===== src/rtl/pattern_tx_if.sv =====
// Purpose : request/response bundle for the pattern transmitter.
// Ports   : start/pattern/len/abort flow into the transmitter;
//           p1/p2/busy/done flow out of it.
//           master = requester side, slave = transmitter side.
interface pattern_tx_if #(
    parameter int unsigned MAXLEN = 8
);
    localparam int unsigned LEN_W = 4;

    logic              start;
    logic [MAXLEN-1:0] pattern;
    logic [LEN_W-1:0]  len;
    logic              abort;
    logic              p1;
    logic              p2;
    logic              busy;
    logic              done;

    modport master (
        output start,
        output pattern,
        output len,
        output abort,
        input  p1,
        input  p2,
        input  busy,
        input  done
    );

    modport slave (
        input  start,
        input  pattern,
        input  len,
        input  abort,
        output p1,
        output p2,
        output busy,
        output done
    );
endinterface


===== src/rtl/pattern_tx.sv =====
// Purpose : serial symbol transmitter. Sends len symbols of a latched
//           pattern MSB-first (bit[len-1] first) as one-cycle pulses,
//           p1 for a '1' and p2 for a '0', with GAP idle cycles after
//           each symbol, then a one-cycle done pulse.
// Ports   : clk   - sole clock, rising edge
//           reset - asynchronous, active-low
//           bus   - pattern_tx_if.slave (start, pattern, len, abort in;
//                   p1, p2, busy, done out)
// Outputs are registered and always equal a decode of the registered
// state, so they carry no combinational path from the inputs.
module pattern_tx #(
    parameter int unsigned GAP    = 1,
    parameter int unsigned MAXLEN = 8
) (
    input  logic           clk,
    input  logic           reset,
    pattern_tx_if.slave    bus
);

    localparam int unsigned IDX_W   = (MAXLEN > 1) ? $clog2(MAXLEN) : 1;
    localparam int unsigned GAP_W   = 4;
    localparam bit          HAS_GAP = (GAP != 0);
    localparam logic [GAP_W-1:0] GAP_LOAD = GAP_W'((GAP > 0) ? (GAP - 1) : 0);

    typedef enum logic [1:0] {
        S_IDLE = 2'd0,
        S_SEND = 2'd1,
        S_GAP  = 2'd2,
        S_DONE = 2'd3
    } state_t;

    state_t             r_state;
    logic [MAXLEN-1:0]  r_pat;
    logic [IDX_W-1:0]   r_idx;
    logic [GAP_W-1:0]   r_gap;
    logic               r_p1;
    logic               r_p2;
    logic               r_busy;
    logic               r_done;

    state_t             w_state_nxt;
    logic [MAXLEN-1:0]  w_pat_nxt;
    logic [IDX_W-1:0]   w_idx_nxt;
    logic [GAP_W-1:0]   w_gap_nxt;
    logic [IDX_W-1:0]   w_first_idx;
    logic               w_bit_nxt;
    logic               w_p1_nxt;
    logic               w_p2_nxt;
    logic               w_busy_nxt;
    logic               w_done_nxt;

    // Index of the first symbol; over-long requests are clamped to MAXLEN.
    always_comb begin
        w_first_idx = '0;
        if (32'(bus.len) > MAXLEN) begin
            w_first_idx = IDX_W'(MAXLEN - 1);
        end else begin
            w_first_idx = IDX_W'(bus.len - 4'd1);
        end
    end

    // Next-state logic plus the output decode of the next state.
    always_comb begin
        w_state_nxt = r_state;
        w_pat_nxt   = r_pat;
        w_idx_nxt   = r_idx;
        w_gap_nxt   = r_gap;

        case (r_state)
            S_IDLE: begin
                if (bus.start && (bus.len != 4'd0)) begin
                    w_state_nxt = S_SEND;
                    w_pat_nxt   = bus.pattern;
                    w_idx_nxt   = w_first_idx;
                    w_gap_nxt   = '0;
                end
            end

            S_SEND: begin
                if (bus.abort) begin
                    w_state_nxt = S_IDLE;
                end else if (HAS_GAP) begin
                    w_state_nxt = S_GAP;
                    w_gap_nxt   = GAP_LOAD;
                end else if (r_idx == '0) begin
                    w_state_nxt = S_DONE;
                end else begin
                    w_state_nxt = S_SEND;
                    w_idx_nxt   = r_idx - IDX_W'(1);
                end
            end

            S_GAP: begin
                // abort outranks the final gap expiry, so no done follows
                if (bus.abort) begin
                    w_state_nxt = S_IDLE;
                end else if (r_gap == '0) begin
                    if (r_idx == '0) begin
                        w_state_nxt = S_DONE;
                    end else begin
                        w_state_nxt = S_SEND;
                        w_idx_nxt   = r_idx - IDX_W'(1);
                    end
                end else begin
                    w_gap_nxt = r_gap - GAP_W'(1);
                end
            end

            S_DONE: begin
                w_state_nxt = S_IDLE;
            end

            default: begin
                w_state_nxt = S_IDLE;
            end
        endcase

        w_bit_nxt  = w_pat_nxt[w_idx_nxt];
        w_p1_nxt   = (w_state_nxt == S_SEND) &&  w_bit_nxt;
        w_p2_nxt   = (w_state_nxt == S_SEND) && !w_bit_nxt;
        w_busy_nxt = (w_state_nxt == S_SEND) || (w_state_nxt == S_GAP);
        w_done_nxt = (w_state_nxt == S_DONE);
    end

    // State, datapath and output registers.
    always_ff @(posedge clk or negedge reset) begin
        if (!reset) begin
            r_state <= S_IDLE;
            r_pat   <= '0;
            r_idx   <= '0;
            r_gap   <= '0;
            r_p1    <= 1'b0;
            r_p2    <= 1'b0;
            r_busy  <= 1'b0;
            r_done  <= 1'b0;
        end else begin
            r_state <= w_state_nxt;
            r_pat   <= w_pat_nxt;
            r_idx   <= w_idx_nxt;
            r_gap   <= w_gap_nxt;
            r_p1    <= w_p1_nxt;
            r_p2    <= w_p2_nxt;
            r_busy  <= w_busy_nxt;
            r_done  <= w_done_nxt;
        end
    end

    assign bus.p1   = r_p1;
    assign bus.p2   = r_p2;
    assign bus.busy = r_busy;
    assign bus.done = r_done;

endmodule


===== src/flat_wrapper.sv =====
// flat-port wrapper written by rule: the top's interface ports become plain ports
module pattern_tx_flat 
#(
    parameter int unsigned GAP    = 1,
    parameter int unsigned MAXLEN = 8
)
  (clk, reset, bus_start, bus_pattern, bus_len, bus_abort, bus_p1, bus_p2, bus_busy, bus_done);
  pattern_tx_if #(.MAXLEN(MAXLEN)) bus_i ();
  input  logic clk;
  input  logic reset;
  input wire logic [$bits(bus_i.start)-1:0] bus_start;
  input wire logic [$bits(bus_i.pattern)-1:0] bus_pattern;
  input wire logic [$bits(bus_i.len)-1:0] bus_len;
  input wire logic [$bits(bus_i.abort)-1:0] bus_abort;
  output wire logic [$bits(bus_i.p1)-1:0] bus_p1;
  output wire logic [$bits(bus_i.p2)-1:0] bus_p2;
  output wire logic [$bits(bus_i.busy)-1:0] bus_busy;
  output wire logic [$bits(bus_i.done)-1:0] bus_done;
  assign bus_i.start = bus_start;
  assign bus_i.pattern = bus_pattern;
  assign bus_i.len = bus_len;
  assign bus_i.abort = bus_abort;
  assign bus_p1 = bus_i.p1;
  assign bus_p2 = bus_i.p2;
  assign bus_busy = bus_i.busy;
  assign bus_done = bus_i.done;
  pattern_tx #(.GAP(GAP), .MAXLEN(MAXLEN)) u_core (.clk(clk), .reset(reset), .bus(bus_i));
endmodule

===== config.mk =====
export PLATFORM = sky130hd
export DESIGN_NAME = pattern_tx_flat
export DESIGN_NICKNAME = d
export VERILOG_FILES = /design/src/rtl/pattern_tx_if.sv /design/src/rtl/pattern_tx.sv /design/src/flat_wrapper.sv
export SDC_FILE = /design/constraint.sdc
export NUM_CORES = 1
export LEC_CHECK = 0
export BUFFER_PORTS_ARGS = -buffer_cell sky130_fd_sc_hd__buf_2
export CAP_MARGIN = 10
export CELL_PAD_IN_SITES_DETAIL_PLACEMENT = 2
export CELL_PAD_IN_SITES_GLOBAL_PLACEMENT = 2
export CORE_MARGIN = 2
export CORE_UTILIZATION = 37
export CTS_CLUSTER_DIAMETER = 120
export CTS_CLUSTER_SIZE = 8
export DETAILED_ROUTE_END_ITERATION = 8
export HOLD_SLACK_MARGIN = 0.08
export PLACE_DENSITY = 0.83
export SYNTH_ARGS = -nofsm -noshare
export SYNTH_HDL_FRONTEND = slang
export SYNTH_SLANG_ARGS = --single-unit

===== constraint.sdc =====
create_clock -name clk -period 4.4 [get_ports clk]
set_clock_uncertainty 0.05 [all_clocks]
set_input_delay 0.88 -clock clk [delete_from_list [all_inputs] [get_ports clk]]
set_output_delay 0.88 -clock clk [all_outputs]
set_load 0.02 [all_outputs]

; Yosys cells after proc, flatten, opt, wreduce, memory -nomap -nowiden
; Index checks and enable logic that the tools add are counted.
; Widths: inputs -> output; s select.
[classes]
n_addsub = 3
n_reduce_logical = 11
muxes = 21
n_eq_ne = 10
n_lt_le_gt_ge = 2
[op_table]
columns = op, count
row1 = $mux 4, 4
row2 = $mux 8, 2
row3 = $mux 3, 5
row4 = $pmux 4 s3, 1
row5 = $mux 2, 5
row6 = $eq 2x2->1 const B, 4
row7 = $pmux 2 s4, 1
row8 = $ne 2x2->1 const B, 3
row9 = $pmux 3 s2, 1
row10 = $sub 3x1->3 const B, 2
row11 = $reduce_and 5->1, 1
row12 = $eq 2x1->1 const B, 2
row13 = $gt 4x4->1 const B, 1
row14 = $logic_not 4->1, 1
row15 = $lt 3x4->1 const B, 1
row16 = $reduce_bool 4->1, 1
row17 = $sub 4x1->4 const B, 1
row18 = $bmux 1 s3, 1
row19 = $logic_and 1x1->1, 3
row20 = $logic_not 3->1, 1
row21 = $reduce_bool 3->1, 1
row22 = $logic_not 2->1, 1
row23 = $ne 2x1->1 const B, 1
row24 = $logic_not 1->1, 1
row25 = other kinds (2), 2
[totals]
wordCells = 55
in_bits = 16
regBits = 21
out_inout_bits = 4

; Depth between registers and ports, before layout
[logic_depth]
depth_word = 9
ltp_mapped = 11
depth_no_buf = 10

; Worst setup path after synthesis
; No wires, ideal clock.
[synth_path]
kind = input -> register
start = input bus_abort
end = register u_core.r_p1, in the netlist u_core.bus.p1
setup_ns = 0.119
slack_ns = 1.630
required_time_ns = 4.231
arrival_time_ns = 2.601
cell_stages = 7
path_buffers = 0
path_cell_list = or4b_4 -> or3_4 -> and3_4 -> or3_1 -> o2111ai_1 -> nand4_1 -> and2_1
[synth_via]
elab_chain_cells = 5
word_cells_on_any_way = 9
classes_between = eq/ne (1) / mux (7) / reduce/logical (1)
[synth_lines]
columns = item, line_no
row1 = from (decl), flat_wrapper.sv:14  ; input wire logic [$bits(bus_i.abort)-1:0] bus_abort;
row2 = $mux 3, pattern_tx.sv:95  ; if (bus.abort) begin
row3 = $pmux 3 s2, pattern_tx.sv:69  ; case (r_state)
row4 = $bmux 1 s3, pattern_tx.sv:118  ; w_bit_nxt = w_pat_nxt[w_idx_nxt];
row5 = $mux 1 (implied by the code), pattern_tx.sv:118
row6 = $logic_and 1x1->1 *, pattern_tx.sv:119  ; w_p1_nxt = (w_state_nxt == S_SEND) && w_bit_nxt;
row7 = named net u_core.w_p1_nxt, pattern_tx.sv:47  ; logic w_p1_nxt;
row8 = to (signal assigned), pattern_tx.sv:141  ; r_p1 <= w_p1_nxt;
row9 = to (decl), pattern_tx.sv:36  ; logic r_p1;
; Mark *: on every way through the listed nets, which the timed path passes. The rest lies on a longest branch. The select of a mux whose other input is x is not followed.
; A chain may end at the register's enable or synchronous reset.

; Worst setup path after layout
[layout_path]
start = input bus_len[0]
end = register u_core.r_p1, in the netlist u_core.bus.p1
[layout_via]
elab_chain_cells = 7
word_cells_on_any_way = 15
classes_between = add/sub (1) / order compare (1) / eq/ne (1) / mux (9) / reduce/logical (3)
[layout_lines]
columns = item, line_no
row1 = from (decl), flat_wrapper.sv:13  ; input wire logic [$bits(bus_i.len)-1:0] bus_len;
row2 = $reduce_bool 4->1, pattern_tx.sv:71  ; if (bus.start && (bus.len != 4'd0)) begin
row3 = $logic_and 1x1->1, pattern_tx.sv:71
row4 = $mux 8, pattern_tx.sv:71
row5 = $mux 8, pattern_tx.sv:69
row6 = named net u_core.w_pat_nxt[6], pattern_tx.sv:42  ; logic [MAXLEN-1:0] w_pat_nxt;
row7 = $bmux 1 s3, pattern_tx.sv:118
row8 = $mux 1 (implied by the code), pattern_tx.sv:118
row9 = $logic_and 1x1->1, pattern_tx.sv:119
row10 = named net u_core.w_p1_nxt, pattern_tx.sv:47
; The timed path passes the listed nets, and every way through them passes these cells. The select of a mux whose other input is x is not followed.

==> impl_metrics.tcl <==
set metrics [dict create \
    finalCoreUtilization 0.441 \
    wl_met2_mm 1.48 \
    fin_setup_tns_ns 0 \
    cts.sinks 21 \
    slew-limit-headroom 0.673 \
    syn_nets 134 \
    setup_viol 0 \
    synth.distinct_cells 37 \
    hold_slack_ns 0.460 \
    gp_congestion 0.768 \
    tightest_slew_ns 0.490 \
    yosysTopAreaCell "dfrtp_1" \
    grt_usage 0.195 \
    io_pins 20 \
    timing.final.crit_share 0.632 \
    worst-endpoint-arrival_ns 2.94 \
    htreeDepth 1 \
    worstSkewPairLatency_ns 0.31 \
    critical_path_required_ns 4.56 \
    final_nets 157 \
    rows 20 \
    vias 909 \
    synth_area_um2 1160 \
    yosysSeqAreaShare 0.453 \
    power.density_nw_per_um2 648 \
    place_inst 173 \
    p_sw_mw 0.369 \
    dr.pass1.iters 4 \
    die_h_um 60.0 \
    numPortBuffers 19 \
    wirelength_mm 2.95 \
    critPathKind "input pin to flip-flop" \
    synthFlopType "dfrtp_1" \
    cp_slowest_cell "or3_1" \
    internal_power_mw 0.497 \
    area_growth_pct 15.2 \
    wire_per_inst_um 16.6 \
    die_w_um 60.0 \
    p_sw_frac 0.426 \
    yosysWarnings 0 \
    timing.fmax_ghz 0.360 \
    p_leak_nw 0.623 \
    syn_inst 111 \
    cts_tree "built" \
    cts_resized 0 \
    cp.buffers_inverters 3 \
    seq_area_um2 526 \
    synth-edff-count 0 \
    ys_seq_elements 21 \
    yosysMostFrequentCell "dfrtp_1" \
    clk_path_buf_depth 2 \
    postSynthAreaPerCell_um2 10.4 \
    drc 0 \
    route.met3.wl_um 90 \
    grt_pass1_wl_mm 4.99 \
    place_hpwl_mm 2.28 \
    drive_above_1_share 0.301 \
    cap_violations 0 \
    min_period_ns 2.78 \
    drt_iter0_drc 52 \
    highest-signal-layer "met4" \
    hold_class "input pin to asynchronous set/reset pin" \
    status "finished clean" \
    path_clk_slew_ns 0.13 \
    cts-root-buf "clkbuf_4" \
    combPwrFrac 0.513 \
    cts_made_buffers 3 \
    crit_fanout 13 \
    total_power_mw 0.866 \
    p_clk_frac 0.112 \
    grt_max_degree 22 \
    cp-end-kind "flip-flop" \
    antenna_found_initial 0 \
    die-area_um2 3600 \
    diodes 0 \
    hold_buffers 0 \
    vias_per_cell 5.14 \
    synth_area_leaders "dfrtp_1 (45%), mux2_2 (7.8%), ha_1 (7.6%)" \
    wl_met1_mm 1.32 \
    yosysTopAreaCellShare 0.453 \
    hold_viol 0 \
    synth_common_cells "dfrtp_1 (21), inv_1 (10), o21ai_0 (10), mux2_2 (8), ha_1 (7)" \
    grt_pass1_vias 989 \
    drtAntennaViolNets 0 \
    cts_setup_buffers 0 \
    path_cells "buf_2 > inv_1 > ha_1 > nand2b_1 > o21ai_1 > buf_4 > mux2_2 > or3_1 > o2111ai_1 > nand4_1 > and2_1" \
    critPathTopFamily "simple AND/OR/NAND/NOR gates" \
    multi_input_area_um2 584 \
    rsz0062_at_grt "no" \
    layout.cells.non_filler 177 \
    startpoint_type "input pin" \
    initial_utilization 0.383 \
    grt-ovfl-total 0 \
    cpPeakStageDelay_ns 0.40 \
    slew_viol_final 0 \
    core_um2 3030 \
    num-fill-cells 320 \
    synthArstFlopShare 1.00 \
    peakVddDrop_uv 215 \
    power.share.sequential 0.376 \
]
## routing by layer
layer / global-route usage / up-vias
li1: - / 435
met5: 0 / -
met3: 0.0411 / 6
met4: 0.0794 / 0
met1: 0.255 / 448
met2: 0.314 / 20
## cell families after synthesis
| family | share of synthesized area |
|---|---|
| buffers and inverters | 0.0431 |
| AND/OR/NAND/NOR | 0.175 |
| adder cells (fa/ha/maj) | 0.0755 |
| flip-flops | 0.453 |
| AO/OA/AOI/OAI | 0.167 |
| multiplexers | 0.0863 |
## through the flow
stage,area (µm²),setup WS (ns)
after global routing,1340,1.48
after CTS,1340,1.61
after floorplan,1160,1.63
after global placement,1310,1.43
after detailed placement,1310,1.30
final,1340,1.62
## power groups by stage
stage | combinational [mW] | sequential [mW] | clock (mW)
floorplan | 0.311 | 0.325 | 0
global placement | 0.408 | 0.323 | 0
detailed placement | 0.445 | 0.329 | 0
CTS | 0.452 | 0.327 | 0.102
global route | 0.507 | 0.336 | 0.112
finish | 0.444 | 0.325 | 0.0968
## cell type report
type	count	area share
tap	44	0.0412
timing repair buffer	20	0.0768
clock buffer	3	0.0169
clock inverter	1	0.00375
multi-input combinational	77	0.437
inverter	11	0.0309
sequential	21	0.393
## cell usage in the layout, fill, tap and decap left out, types with 2 or more instances in the layout
master / instances
a21oi_1: 4
buf_2: 19
clkbuf_4: 3
dfrtp_1: 21
ha_1: 7
inv_1: 10
mux2_2: 8
nand2_1: 6
nand2b_1: 4
nor2_1: 6
nor2b_1: 2
nor3_1: 2
nor3b_1: 2
o2111ai_1: 2
o21ai_0: 10
o31ai_1: 2
or3_1: 3
## flip-flops by register name, indices dropped and copies added (netlist names)
| register | flops |
|---|---|
| u_core.bus.done | 1 |
| u_core.bus.busy | 1 |
| u_core.bus.p1 | 1 |
| u_core.r_gap | 4 |
| u_core.r_pat | 8 |
| u_core.r_state | 2 |
| u_core.r_idx | 3 |
| u_core.bus.p2 | 1 |
## final timing paths
path	start	end	slack (ns)	cells past startpoint
min in group clk	u_core.r_pat[0]$_DFF_PN0_	u_core.r_pat[0]$_DFF_PN0_	0.47	1
max in group asynchronous	reset	u_core.bus.busy$_DFF_PN0_	3.51	1
min reg2reg	u_core.r_pat[0]$_DFF_PN0_	u_core.r_pat[0]$_DFF_PN0_	0.47	1
max reg2reg	u_core.r_gap[0]$_DFFE_PN0P_	u_core.bus.p1$_DFF_PN0_	1.67	9
min	reset	u_core.r_idx[0]$_DFF_PN0_	0.46	1
max	bus_len[0]	u_core.bus.p1$_DFF_PN0_	1.62	11
Power figures use the tool's default switching activity.
